### src/rtl/ahb_fabric_pkg.sv
// Shared AHB encodings, default-slave state type and limits
// for the single-manager AHB decode/mux fabric.
package ahb_fabric_pkg;

    localparam int MAX_PORTS = 16;

    typedef enum logic [1:0] {
        HTRANS_IDLE   = 2'b00,
        HTRANS_BUSY   = 2'b01,
        HTRANS_NONSEQ = 2'b10,
        HTRANS_SEQ    = 2'b11
    } htrans_e;

    localparam logic HRESP_OKAY  = 1'b0;
    localparam logic HRESP_ERROR = 1'b1;

    typedef enum logic [1:0] {
        DS_IDLE = 2'b00,
        DS_ERR1 = 2'b01,
        DS_ERR2 = 2'b10
    } ds_state_e;

    function automatic logic htrans_active(input logic [1:0] t);
        return (t == HTRANS_NONSEQ) || (t == HTRANS_SEQ);
    endfunction

endpackage

### src/rtl/ahb_fabric_if.sv
// AHB bundle between the manager, the fabric and its subordinate ports.
// S_* faces the manager, M_* faces the subordinate ports.
interface ahb_fabric_if #(
    parameter int DATA_WIDTH = 32,
    parameter int ADDR_WIDTH = 32,
    parameter int NUM_PORTS  = 4
);
    logic                            S_HSEL;
    logic [ADDR_WIDTH-1:0]           S_HADDR;
    logic                            S_HWRITE;
    logic [2:0]                      S_HSIZE;
    logic [2:0]                      S_HBURST;
    logic [3:0]                      S_HPROT;
    logic [1:0]                      S_HTRANS;
    logic                            S_HMASTLOCK;
    logic [DATA_WIDTH-1:0]           S_HWDATA;
    logic                            S_HREADY;
    logic                            S_HRESP;
    logic [DATA_WIDTH-1:0]           S_HRDATA;

    logic [NUM_PORTS-1:0]            M_HSEL;
    logic [ADDR_WIDTH-1:0]           M_HADDR;
    logic                            M_HWRITE;
    logic [2:0]                      M_HSIZE;
    logic [2:0]                      M_HBURST;
    logic [3:0]                      M_HPROT;
    logic [1:0]                      M_HTRANS;
    logic                            M_HMASTLOCK;
    logic [DATA_WIDTH-1:0]           M_HWDATA;
    logic                            M_HREADY;
    logic [NUM_PORTS-1:0]            M_HREADYOUT;
    logic [NUM_PORTS-1:0]            M_HRESP;
    logic [NUM_PORTS*DATA_WIDTH-1:0] M_HRDATA;

    modport slave (
        input  S_HSEL, S_HADDR, S_HWRITE, S_HSIZE, S_HBURST,
        input  S_HPROT, S_HTRANS, S_HMASTLOCK, S_HWDATA,
        output S_HREADY, S_HRESP, S_HRDATA,
        output M_HSEL, M_HADDR, M_HWRITE, M_HSIZE, M_HBURST,
        output M_HPROT, M_HTRANS, M_HMASTLOCK, M_HWDATA, M_HREADY,
        input  M_HREADYOUT, M_HRESP, M_HRDATA
    );

    modport master (
        output S_HSEL, S_HADDR, S_HWRITE, S_HSIZE, S_HBURST,
        output S_HPROT, S_HTRANS, S_HMASTLOCK, S_HWDATA,
        input  S_HREADY, S_HRESP, S_HRDATA,
        input  M_HSEL, M_HADDR, M_HWRITE, M_HSIZE, M_HBURST,
        input  M_HPROT, M_HTRANS, M_HMASTLOCK, M_HWDATA, M_HREADY,
        output M_HREADYOUT, M_HRESP, M_HRDATA
    );

endinterface

### src/rtl/ahb_fabric_ds.sv
// Default slave: two-cycle ERROR for unmapped transfers, plus the optional
// data-phase watchdog enabled by AHB_FABRIC_TIMEOUT_EN.
module ahb_default_slave
    import ahb_fabric_pkg::*;
#(
    parameter int TIMEOUT_CYCLES = 256
) (
    input  logic i_clk,
    input  logic i_rst_n,
    input  logic i_start,
    input  logic i_stall,
    output logic o_active,
    output logic o_hready,
    output logic o_fire,
    output logic o_timeout
);

    ds_state_e r_state;
    ds_state_e w_next;
    logic      w_fire;

`ifdef AHB_FABRIC_TIMEOUT_EN
    localparam int CW = $clog2(TIMEOUT_CYCLES + 1);

    logic [CW-1:0] r_cnt;
    logic          r_timeout;

    // Fires on the stalled cycle that completes the allowed wait budget.
    assign w_fire = i_stall && (r_cnt == CW'(TIMEOUT_CYCLES - 1));

    always_ff @(posedge i_clk or negedge i_rst_n) begin
        if (!i_rst_n) begin
            r_cnt     <= '0;
            r_timeout <= 1'b0;
        end else begin
            r_timeout <= w_fire;
            if (!i_stall || w_fire) begin
                r_cnt <= '0;
            end else begin
                r_cnt <= r_cnt + 1'b1;
            end
        end
    end

    assign o_timeout = r_timeout;
`else
    logic w_unused;

    assign w_fire    = 1'b0;
    assign w_unused  = i_stall ^ (TIMEOUT_CYCLES == 0);
    assign o_timeout = 1'b0;
`endif

    assign o_fire = w_fire;

    always_ff @(posedge i_clk or negedge i_rst_n) begin
        if (!i_rst_n) begin
            r_state <= DS_IDLE;
        end else begin
            r_state <= w_next;
        end
    end

    always_comb begin
        w_next   = r_state;
        o_active = 1'b0;
        o_hready = 1'b1;
        unique case (r_state)
            DS_IDLE: begin
                if (i_start || w_fire) begin
                    w_next = DS_ERR1;
                end
            end
            DS_ERR1: begin
                o_active = 1'b1;
                o_hready = 1'b0;
                w_next   = DS_ERR2;
            end
            DS_ERR2: begin
                o_active = 1'b1;
                w_next   = i_start ? DS_ERR1 : DS_IDLE;
            end
            default: begin
                w_next = DS_IDLE;
            end
        endcase
    end

endmodule

### src/rtl/ahb_fabric.sv
// Single-manager AHB decoder and response mux over NUM_PORTS subordinates.
// Optional data-phase watchdog: define AHB_FABRIC_TIMEOUT_EN.
module ahb_fabric
    import ahb_fabric_pkg::*;
#(
    parameter int DATA_WIDTH     = 32,
    parameter int ADDR_WIDTH     = 32,
    parameter int NUM_PORTS      = 4,
    parameter logic [NUM_PORTS*ADDR_WIDTH-1:0] BASEADDR = {NUM_PORTS{32'h0}},
    parameter logic [NUM_PORTS*ADDR_WIDTH-1:0] SIZE     = {NUM_PORTS{32'h1000}},
    parameter int TIMEOUT_CYCLES = 256
) (
    input  logic          HCLK,
    input  logic          HRESETn,
    ahb_fabric_if.slave   bus,
    output logic          TIMEOUT
);

    logic [NUM_PORTS-1:0]  w_hit;
    logic [NUM_PORTS-1:0]  w_sel;
    logic [NUM_PORTS-1:0]  r_dsel;
    logic                  w_start;
    logic                  w_stall;
    logic                  w_fire;
    logic                  w_timeout;
    logic                  w_ds_active;
    logic                  w_ds_hready;
    logic                  w_p_ready;
    logic                  w_p_resp;
    logic [DATA_WIDTH-1:0] w_p_rdata;
    logic                  w_hready;
    logic                  w_hresp;
    logic [DATA_WIDTH-1:0] w_rdata;

    // Base is aligned to a power-of-two size, so a mask compare is exact.
    for (genvar g = 0; g < NUM_PORTS; g++) begin : g_dec
        localparam logic [ADDR_WIDTH-1:0] BASE =
            BASEADDR[g*ADDR_WIDTH +: ADDR_WIDTH];
        localparam logic [ADDR_WIDTH-1:0] MASK =
            ~(SIZE[g*ADDR_WIDTH +: ADDR_WIDTH] - ADDR_WIDTH'(1));
        assign w_hit[g] = bus.S_HSEL &&
            ((bus.S_HADDR & MASK) == BASE);
    end

    // Keep only the lowest-index hit.
    assign w_sel = w_hit & (~w_hit + NUM_PORTS'(1));

    assign w_start = bus.S_HSEL && (w_sel == '0) &&
        htrans_active(bus.S_HTRANS) && w_hready;

    always_ff @(posedge HCLK or negedge HRESETn) begin
        if (!HRESETn) begin
            r_dsel <= '0;
        end else if (w_fire) begin
            r_dsel <= '0;
        end else if (w_hready) begin
            r_dsel <= w_sel;
        end
    end

    always_comb begin
        w_p_ready = 1'b1;
        w_p_resp  = HRESP_OKAY;
        w_p_rdata = '0;
        for (int i = 0; i < NUM_PORTS; i++) begin
            if (r_dsel[i]) begin
                w_p_ready = bus.M_HREADYOUT[i];
                w_p_resp  = bus.M_HRESP[i];
                w_p_rdata = bus.M_HRDATA[i*DATA_WIDTH +: DATA_WIDTH];
            end
        end
    end

    assign w_stall = (|r_dsel) && !w_p_ready;

    ahb_default_slave #(
        .TIMEOUT_CYCLES (TIMEOUT_CYCLES)
    ) u_ds (
        .i_clk     (HCLK),
        .i_rst_n   (HRESETn),
        .i_start   (w_start),
        .i_stall   (w_stall),
        .o_active  (w_ds_active),
        .o_hready  (w_ds_hready),
        .o_fire    (w_fire),
        .o_timeout (w_timeout)
    );

    always_comb begin
        if (w_ds_active) begin
            w_hready = w_ds_hready;
            w_hresp  = HRESP_ERROR;
            w_rdata  = '0;
        end else begin
            w_hready = w_p_ready;
            w_hresp  = w_p_resp;
            w_rdata  = w_p_rdata;
        end
    end

    assign bus.S_HREADY    = w_hready;
    assign bus.S_HRESP     = w_hresp;
    assign bus.S_HRDATA    = w_rdata;
    assign bus.M_HREADY    = w_hready;
    assign bus.M_HSEL      = w_sel;
    assign bus.M_HADDR     = bus.S_HADDR;
    assign bus.M_HWRITE    = bus.S_HWRITE;
    assign bus.M_HSIZE     = bus.S_HSIZE;
    assign bus.M_HBURST    = bus.S_HBURST;
    assign bus.M_HPROT     = bus.S_HPROT;
    assign bus.M_HTRANS    = bus.S_HTRANS;
    assign bus.M_HMASTLOCK = bus.S_HMASTLOCK;
    assign bus.M_HWDATA    = bus.S_HWDATA;
    assign TIMEOUT         = w_timeout;

endmodule
### src/flat_wrapper.sv
// flat-port wrapper written by rule: the top's interface ports become plain ports
module ahb_fabric_flat import ahb_fabric_pkg::*;
#(
    parameter int DATA_WIDTH     = 32,
    parameter int ADDR_WIDTH     = 32,
    parameter int NUM_PORTS      = 4,
    parameter logic [NUM_PORTS*ADDR_WIDTH-1:0] BASEADDR = {NUM_PORTS{32'h0}},
    parameter logic [NUM_PORTS*ADDR_WIDTH-1:0] SIZE     = {NUM_PORTS{32'h1000}},
    parameter int TIMEOUT_CYCLES = 256
)
  (HCLK, HRESETn, TIMEOUT, bus_S_HSEL, bus_S_HADDR, bus_S_HWRITE, bus_S_HSIZE, bus_S_HBURST, bus_S_HPROT, bus_S_HTRANS, bus_S_HMASTLOCK, bus_S_HWDATA, bus_S_HREADY, bus_S_HRESP, bus_S_HRDATA, bus_M_HSEL, bus_M_HADDR, bus_M_HWRITE, bus_M_HSIZE, bus_M_HBURST, bus_M_HPROT, bus_M_HTRANS, bus_M_HMASTLOCK, bus_M_HWDATA, bus_M_HREADY, bus_M_HREADYOUT, bus_M_HRESP, bus_M_HRDATA);
  ahb_fabric_if #(.DATA_WIDTH(DATA_WIDTH), .ADDR_WIDTH(ADDR_WIDTH), .NUM_PORTS(NUM_PORTS)) bus_i ();
  input  logic HCLK;
  input  logic HRESETn;
  output logic TIMEOUT;
  input wire logic [$bits(bus_i.S_HSEL)-1:0] bus_S_HSEL;
  input wire logic [$bits(bus_i.S_HADDR)-1:0] bus_S_HADDR;
  input wire logic [$bits(bus_i.S_HWRITE)-1:0] bus_S_HWRITE;
  input wire logic [$bits(bus_i.S_HSIZE)-1:0] bus_S_HSIZE;
  input wire logic [$bits(bus_i.S_HBURST)-1:0] bus_S_HBURST;
  input wire logic [$bits(bus_i.S_HPROT)-1:0] bus_S_HPROT;
  input wire logic [$bits(bus_i.S_HTRANS)-1:0] bus_S_HTRANS;
  input wire logic [$bits(bus_i.S_HMASTLOCK)-1:0] bus_S_HMASTLOCK;
  input wire logic [$bits(bus_i.S_HWDATA)-1:0] bus_S_HWDATA;
  output wire logic [$bits(bus_i.S_HREADY)-1:0] bus_S_HREADY;
  output wire logic [$bits(bus_i.S_HRESP)-1:0] bus_S_HRESP;
  output wire logic [$bits(bus_i.S_HRDATA)-1:0] bus_S_HRDATA;
  output wire logic [$bits(bus_i.M_HSEL)-1:0] bus_M_HSEL;
  output wire logic [$bits(bus_i.M_HADDR)-1:0] bus_M_HADDR;
  output wire logic [$bits(bus_i.M_HWRITE)-1:0] bus_M_HWRITE;
  output wire logic [$bits(bus_i.M_HSIZE)-1:0] bus_M_HSIZE;
  output wire logic [$bits(bus_i.M_HBURST)-1:0] bus_M_HBURST;
  output wire logic [$bits(bus_i.M_HPROT)-1:0] bus_M_HPROT;
  output wire logic [$bits(bus_i.M_HTRANS)-1:0] bus_M_HTRANS;
  output wire logic [$bits(bus_i.M_HMASTLOCK)-1:0] bus_M_HMASTLOCK;
  output wire logic [$bits(bus_i.M_HWDATA)-1:0] bus_M_HWDATA;
  output wire logic [$bits(bus_i.M_HREADY)-1:0] bus_M_HREADY;
  input wire logic [$bits(bus_i.M_HREADYOUT)-1:0] bus_M_HREADYOUT;
  input wire logic [$bits(bus_i.M_HRESP)-1:0] bus_M_HRESP;
  input wire logic [$bits(bus_i.M_HRDATA)-1:0] bus_M_HRDATA;
  assign bus_i.S_HSEL = bus_S_HSEL;
  assign bus_i.S_HADDR = bus_S_HADDR;
  assign bus_i.S_HWRITE = bus_S_HWRITE;
  assign bus_i.S_HSIZE = bus_S_HSIZE;
  assign bus_i.S_HBURST = bus_S_HBURST;
  assign bus_i.S_HPROT = bus_S_HPROT;
  assign bus_i.S_HTRANS = bus_S_HTRANS;
  assign bus_i.S_HMASTLOCK = bus_S_HMASTLOCK;
  assign bus_i.S_HWDATA = bus_S_HWDATA;
  assign bus_S_HREADY = bus_i.S_HREADY;
  assign bus_S_HRESP = bus_i.S_HRESP;
  assign bus_S_HRDATA = bus_i.S_HRDATA;
  assign bus_M_HSEL = bus_i.M_HSEL;
  assign bus_M_HADDR = bus_i.M_HADDR;
  assign bus_M_HWRITE = bus_i.M_HWRITE;
  assign bus_M_HSIZE = bus_i.M_HSIZE;
  assign bus_M_HBURST = bus_i.M_HBURST;
  assign bus_M_HPROT = bus_i.M_HPROT;
  assign bus_M_HTRANS = bus_i.M_HTRANS;
  assign bus_M_HMASTLOCK = bus_i.M_HMASTLOCK;
  assign bus_M_HWDATA = bus_i.M_HWDATA;
  assign bus_M_HREADY = bus_i.M_HREADY;
  assign bus_i.M_HREADYOUT = bus_M_HREADYOUT;
  assign bus_i.M_HRESP = bus_M_HRESP;
  assign bus_i.M_HRDATA = bus_M_HRDATA;
  ahb_fabric #(.DATA_WIDTH(DATA_WIDTH), .ADDR_WIDTH(ADDR_WIDTH), .NUM_PORTS(NUM_PORTS), .BASEADDR(BASEADDR), .SIZE(SIZE), .TIMEOUT_CYCLES(TIMEOUT_CYCLES)) u_core (.HCLK(HCLK), .HRESETn(HRESETn), .bus(bus_i), .TIMEOUT(TIMEOUT));
endmodule
### config.mk
export PLATFORM = sky130hd
export DESIGN_NAME = ahb_fabric_flat
export DESIGN_NICKNAME = d
export VERILOG_FILES = /design/src/rtl/ahb_fabric_pkg.sv /design/src/rtl/ahb_fabric_if.sv /design/src/rtl/ahb_fabric_ds.sv /design/src/rtl/ahb_fabric.sv /design/src/flat_wrapper.sv
export SDC_FILE = /design/constraint.sdc
export NUM_CORES = 1
export LEC_CHECK = 0
export CORE_AREA = 2 2 129 131
export CTS_CLUSTER_SIZE = 28
export DETAILED_ROUTE_END_ITERATION = 6
export DIE_AREA = 0 0 131 133
export SLEW_MARGIN = 40
export SYNTH_ARGS = -nofsm -noshare
export SYNTH_HDL_FRONTEND = slang
export SYNTH_SLANG_ARGS = --single-unit
export TNS_END_PERCENT = 1
### constraint.sdc
create_clock -name HCLK -period 3.4 [get_ports HCLK]
set_clock_uncertainty 0.15 [all_clocks]
set_input_delay 0.51 -clock HCLK [delete_from_list [all_inputs] [get_ports HCLK]]
set_output_delay 0.51 -clock HCLK [all_outputs]
set_load 0.005 [all_outputs]
---- Yosys cells after proc, flatten, opt, wreduce, memory -nomap -nowiden ----
Cells that the tools add are included.
storage, ports and cells
  register bits ........................... 6
  word-level logic and storage cells ...... 39
  output and inout bits ................... 118
cells by class
  muxes and demuxes ....................... 20
  equality and inequality tests ........... 5
  reduce and logical (&&, ||, !) cells .... 9
  bitwise operators ....................... 2
  add/subtract/negate cells ............... 1
operators with widths
  cell                 number
  $mux 32              5
  $logic_not 32->1     1
  $mux 1               13
  $eq 2x2->1 const B   3
  $pmux 2 s3           1
  $add 4x1->4 const B  1
  $and 4x4->4          1
  $logic_and 1x1->1    4
  $logic_not 4->1      1
  $not 4->4            1
  $eq 2x1->1 const B   1
  $logic_not 2->1      1
  $mux 2               1
  $ne 2x2->1 const B   1
  $reduce_or 2->1      1
  $logic_or 1x1->1     1

---- Longest topological paths before layout ----
  depth after elaboration ................. 11
  mapped depth ............................ 6

---- Modules after synthesis ----
From an unflattened synthesis, not the netlist that was laid out.
second synthesis, totals
  cells, all modules ...................... 160
  area, all modules ....................... 1,193.6 um^2
by module, submodules not included
  module             cells an instance  seq. area each (um^2)  instances  area an instance (um^2)
  ahb_fabric         140                25.0                   1          1,002.2
  ahb_default_slave  20                 50.0                   1          191.4

---- Worst setup path before layout ----
OpenSTA, ideal clock, no wires.
  kind .................................... register to output
  start ................................... reg u_core.u_ds.r_state[0]
  end ..................................... out bus_S_HRDATA[0]
  cell stages (with the launch flop) ...... 6
  arrival time ............................ 1.341 ns
  path slack .............................. 1.399 ns
  path through ............................ dfrtp_1 > inv_1 > ha_1 > nor2b_1 > clkbuf_1 > and2_1
on the way
  longest elaborated chain between the ends .. 4
  elaborated cells between the ends (all ways) .. 5
  those cells by class .................... eq/ne: 2; mux: 2; reduce/logical: 1
ends and longest elaborated chain
  item                                      line                 source
  from (decl)                               ahb_fabric_ds.sv:18  ds_state_e r_state;
  from (signal assigned)                    ahb_fabric_ds.sv:60  r_state <= w_next;
  $eq 2x2->1 or $eq 2x1->1 (tied branches)  ahb_fabric_ds.sv:68  unique case (r_state)
  $reduce_or 2->1 (no line) (*)             n/a
  $mux 1 (*)                                ahb_fabric_ds.sv:68
  $mux 32 (*)                               ahb_fabric.sv:90     if (w_ds_active) begin
  to (decl)                                 flat_wrapper.sv:27   output wire logic [$bits(bus_i.S_HRDATA)-1:0] bus_S_HRDATA;
Every way passes the cells marked *; elsewhere a longest branch is shown, timed or not.

---- Worst setup path after layout ----
  start ................................... in bus_S_HADDR[18]
  end ..................................... out bus_M_HSEL[0]
on the way
  longest elaborated chain between the ends .. 5
ends and longest elaborated chain
  item                   line                source
  from (decl)            flat_wrapper.sv:17  input wire logic [$bits(bus_i.S_HADDR)-1:0] bus_S_HADDR;
  $logic_not 32->1 (*)   ahb_fabric.sv:42    ((bus.S_HADDR & MASK) == BASE);
  $logic_and 1x1->1 (*)  ahb_fabric.sv:41    assign w_hit[g] = bus.S_HSEL &&
  $not 4->4              ahb_fabric.sv:46    assign w_sel = w_hit & (~w_hit + NUM_PORTS'(1));
  $add 4x1->4            ahb_fabric.sv:46
  $and 4x4->4 (*)        ahb_fabric.sv:46
  to (decl)              flat_wrapper.sv:28  output wire logic [$bits(bus_i.M_HSEL)-1:0] bus_M_HSEL;
Marks and branches as above.

==> results by group <==
Yosys
  – Syn Area/Cell: 7.26 sq um
  – Flop and latch count out of synthesis: 3
  – Post-synthesis mux area share: 0.00862
  – EDFF count, synth: 0
  – Sequential share of the synthesized area: 0.0647
  – Dominant cell type by area after synthesis: sky130_fd_sc_hd__buf_4
  – Proportion of netlist area held by the largest area contributor: 0.537
  – Ranking of synthesized cells by instance count: 83 x sky130_fd_sc_hd__buf_4, 33 x sky130_fd_sc_hd__and2_1, 5 x sky130_fd_sc_hd__inv_1, 4 x sky130_fd_sc_hd__ha_1, 4 x sky130_fd_sc_hd__nand2_1
  – Post-synthesis async set-or-reset flop share: 1.00
  – Dominant combinational cell family by area after synthesis: buffers and inverters
  – Post-synthesis instance area: 0.00116 sq mm
  – Adder and majority cell fraction of the synthesized area: 0.0431
  – Number of instances in the synthesized netlist: 160
  – Leading post-synthesis cells by cell area: sky130_fd_sc_hd__buf_4 54%, sky130_fd_sc_hd__and2_1 18%, sky130_fd_sc_hd__dfrtp_1 6.5%
  – Post-Synth XOR/XNOR Area: 0
  – Syn. warnings: 0
  – Leading cell type by number of instances after synthesis: sky130_fd_sc_hd__buf_4
  – Simple-gate portion of the synthesized area: 0.272
  – Most common flop cell mapped by yosys: sky130_fd_sc_hd__dfrtp_1
  – Number of distinct standard cells referenced by the synthesized netlist: 26
  – Fraction of the mapped netlist area in compound gates: 0.0463

Worst setup path
  – Data required time at the worst endpoint: 2740 ps
  – Most used cell, CP: sky130_fd_sc_hd__clkdlybuf4s50_1
  – Data arrival time of the critical path: 2440 ps
  – Delay contributed by the slowest stage of the critical path: 550 ps
  – Crit-path slowest cell: sky130_fd_sc_hd__or4_1
  – Worst-path fanout max: 2
  – Nature of the critical path endpoint: primary output
  – Element type at the critical path start: primary input
  – Ordered cell list for the critical path: clkdlybuf4s50_1 > or4_1 > nor2_1 > nand3_1 > inv_1 > clkdlybuf4s50_1
  – Worst setup path category: in2out

Floorplanning
  – Floorplan core area: 0.0162 sq mm
  – Vertical extent of the die: 133 um
  – Number of I/O pins: 335
  – Initial Util: 0.0718
  – Count of standard-cell rows: 47
  – Die Footprint: 0.0174 sq mm
  – Die width: 131 um

GRT
  – Wire length of the first global-routing pass: 6430 um
  – Total Routing Usage GR: 0.0517
  – Largest net degree at the start of global routing: 33
  – Number of global-route vias before repair: 1,091
  – Number of antenna violations at the first check in global routing: 1
  – Congestion Overflow GR: 0

Final layout
  – Final Core Density: 0.126
  – Number of nets in the layout: 418
  – Share of layout cells above drive strength 1: 0.0204
  – Number of fillers in the final layout: 1,834
  – Layout area overhead: 76.0%

Clocking
  – CTS sink count: 3
  – Clock buffer count from CTS: 3
  – H-Tree Level Count: 1
  – Cts-stage hold buffer count: 0
  – CTS tree: built
  – Post-CTS resize count: 0
  – Clock latency at the later pin of the worst-skew pair: 220 ps
  – Buffer count from post-CTS setup fixing: 0
  – Clock tree root driver cell: sky130_fd_sc_hd__clkbuf_16
  – Clock input transition at the sequential cells of the worst setup and hold paths: 30 ps
  – Largest buffer count on any clock path: 2

STA
  – Final TNS setup: 0 ps
  – Share of the clock period used by the worst path after layout: 0.911
  – Post-layout minimum cycle time: 3100 ps
  – # setup viols final: 0
  – Final worst-path setup slack: 302 ps
  – Final count of hold timing violations: 0
  – RSZ-0062 raised after global routing: no
  – Max-slew violation count: 0
  – Final Hold Slack: 327 ps
  – Maximum clock rate: 0.323 GHz

Placed design
  – Number of I/O port buffers: 114
  – Gp weighted congestion: 0.615
  – DP HPWL: 4330 um
  – Post-Place Worst Slack: 247 ps

Power
  – Power Density: 228 mW/mm^2
  – Lkg Pwr: 0.739 nW
  – Peak supply drop: 0.0000841 V
  – Design Power: 0.465 mW

Drt
  – Routed wire length: 4780 um
  – Wire per inst: 11.5 um
  – Routed vias: 1,070
  – Length of the first detailed-routing pass in iterations: 4
  – DR vias/cell: 2.57
  – Iteration-0 DRC Markers: 26
  – DRC violation count after routing: 0
  – Post-route antenna net violation count: 0

Outcome
  – Outcome: finished clean

Hold path
  – Min-Delay Path Class: in2async

Job
  – Maximum capacitance violations: 0
[critical path: cells and delay by family]
kind / cells / cell delay (ps)
buf+inv: 3 / 1000
simple gates: 3 / 920
[final cells by class]
class                   instances  area [sq um]  share of cell area
repair buffers                115          1150               0.562
multi-input cells              69           444               0.217
inverters                       5          18.8             0.00919
diodes                          1          2.50             0.00122
clock buffers                   4          78.8              0.0386
flip-flops and latches          3          75.1              0.0367
well taps                     220           275               0.135
[registers in the layout, indices dropped and copies added, names as in the netlist]
| register | cells |
|---|---|
| u_core.u_ds.r_state | 2 |
| u_core.r_dsel | 1 |
[path summary, 6_finish.rpt]
| path | from | to | slack, ps | depth (start not counted) |
|---|---|---|---|---|
| worst min register to register | u_core.r_dsel[0]$_DFFE_PN0N_ | u_core.r_dsel[0]$_DFFE_PN0N_ | 430 | 2 |
| worst max-delay path | bus_S_HADDR[18] | bus_M_HSEL[0] | 300 | 6 |
| worst min-delay path | HRESETn | u_core.u_ds.r_state[0]$_DFFE_PN0P_ | 330 | 1 |
| min in group HCLK | u_core.r_dsel[0]$_DFFE_PN0N_ | u_core.r_dsel[0]$_DFFE_PN0N_ | 430 | 2 |
| max in group asynchronous | HRESETn | u_core.r_dsel[0]$_DFFE_PN0N_ | 2630 | 1 |
| worst max register to register | u_core.u_ds.r_state[0]$_DFFE_PN0P_ | u_core.u_ds.r_state[0]$_DFFE_PN0P_ | 1450 | 6 |
[power by group]
part	leakage, nW	switching, mW	internal [mW]
Sequential	0.0399	0.0101	0.0452
Combinational	0.661	0.0824	0.142
Clock	0.0382	0.0304	0.155
[placed cells by master, fill, tap and decap left out, types with 2 or more instances in the layout]
| master | instances |
|---|---|
| sky130_fd_sc_hd__nand3_1 | 3 |
| sky130_fd_sc_hd__nor2_1 | 2 |
| sky130_fd_sc_hd__clkdlybuf4s50_1 | 114 |
| sky130_fd_sc_hd__inv_1 | 5 |
| sky130_fd_sc_hd__dfrtp_1 | 3 |
| sky130_fd_sc_hd__ha_1 | 4 |
| sky130_fd_sc_hd__and2_1 | 33 |
| sky130_fd_sc_hd__conb_1 | 4 |
| sky130_fd_sc_hd__or4_1 | 2 |
| sky130_fd_sc_hd__nor4_1 | 3 |
| sky130_fd_sc_hd__nand2_1 | 4 |
| sky130_fd_sc_hd__clkbuf_16 | 3 |
[through the flow]
step	cells	instance area (sq um)
final	417	2040
after CTS	416	2040
after global placement	412	1960
after detailed placement	412	1960
after floorplan	163	1170
after global routing	416	2040
[cells by family after synthesis]
kind of cell	count (synthesis)
muxes	1
AOI/OAI and AO/OA	7
buffers and inverters	91
other	1
DFF	3
adders and majority gates	4
and+or+nand+nor	53
[layer usage]
metal / global-route usage / wire length [um] / up-vias
li1: - / - / 491
met1: 0.0352 / 1300 / 453
met2: 0.0820 / 2220 / 98
met3: 0.0538 / 1040 / 28
met4: 0.0366 / 219 / 0
met5: 0 / 0 / -
(Power assumes the default switching activity.)
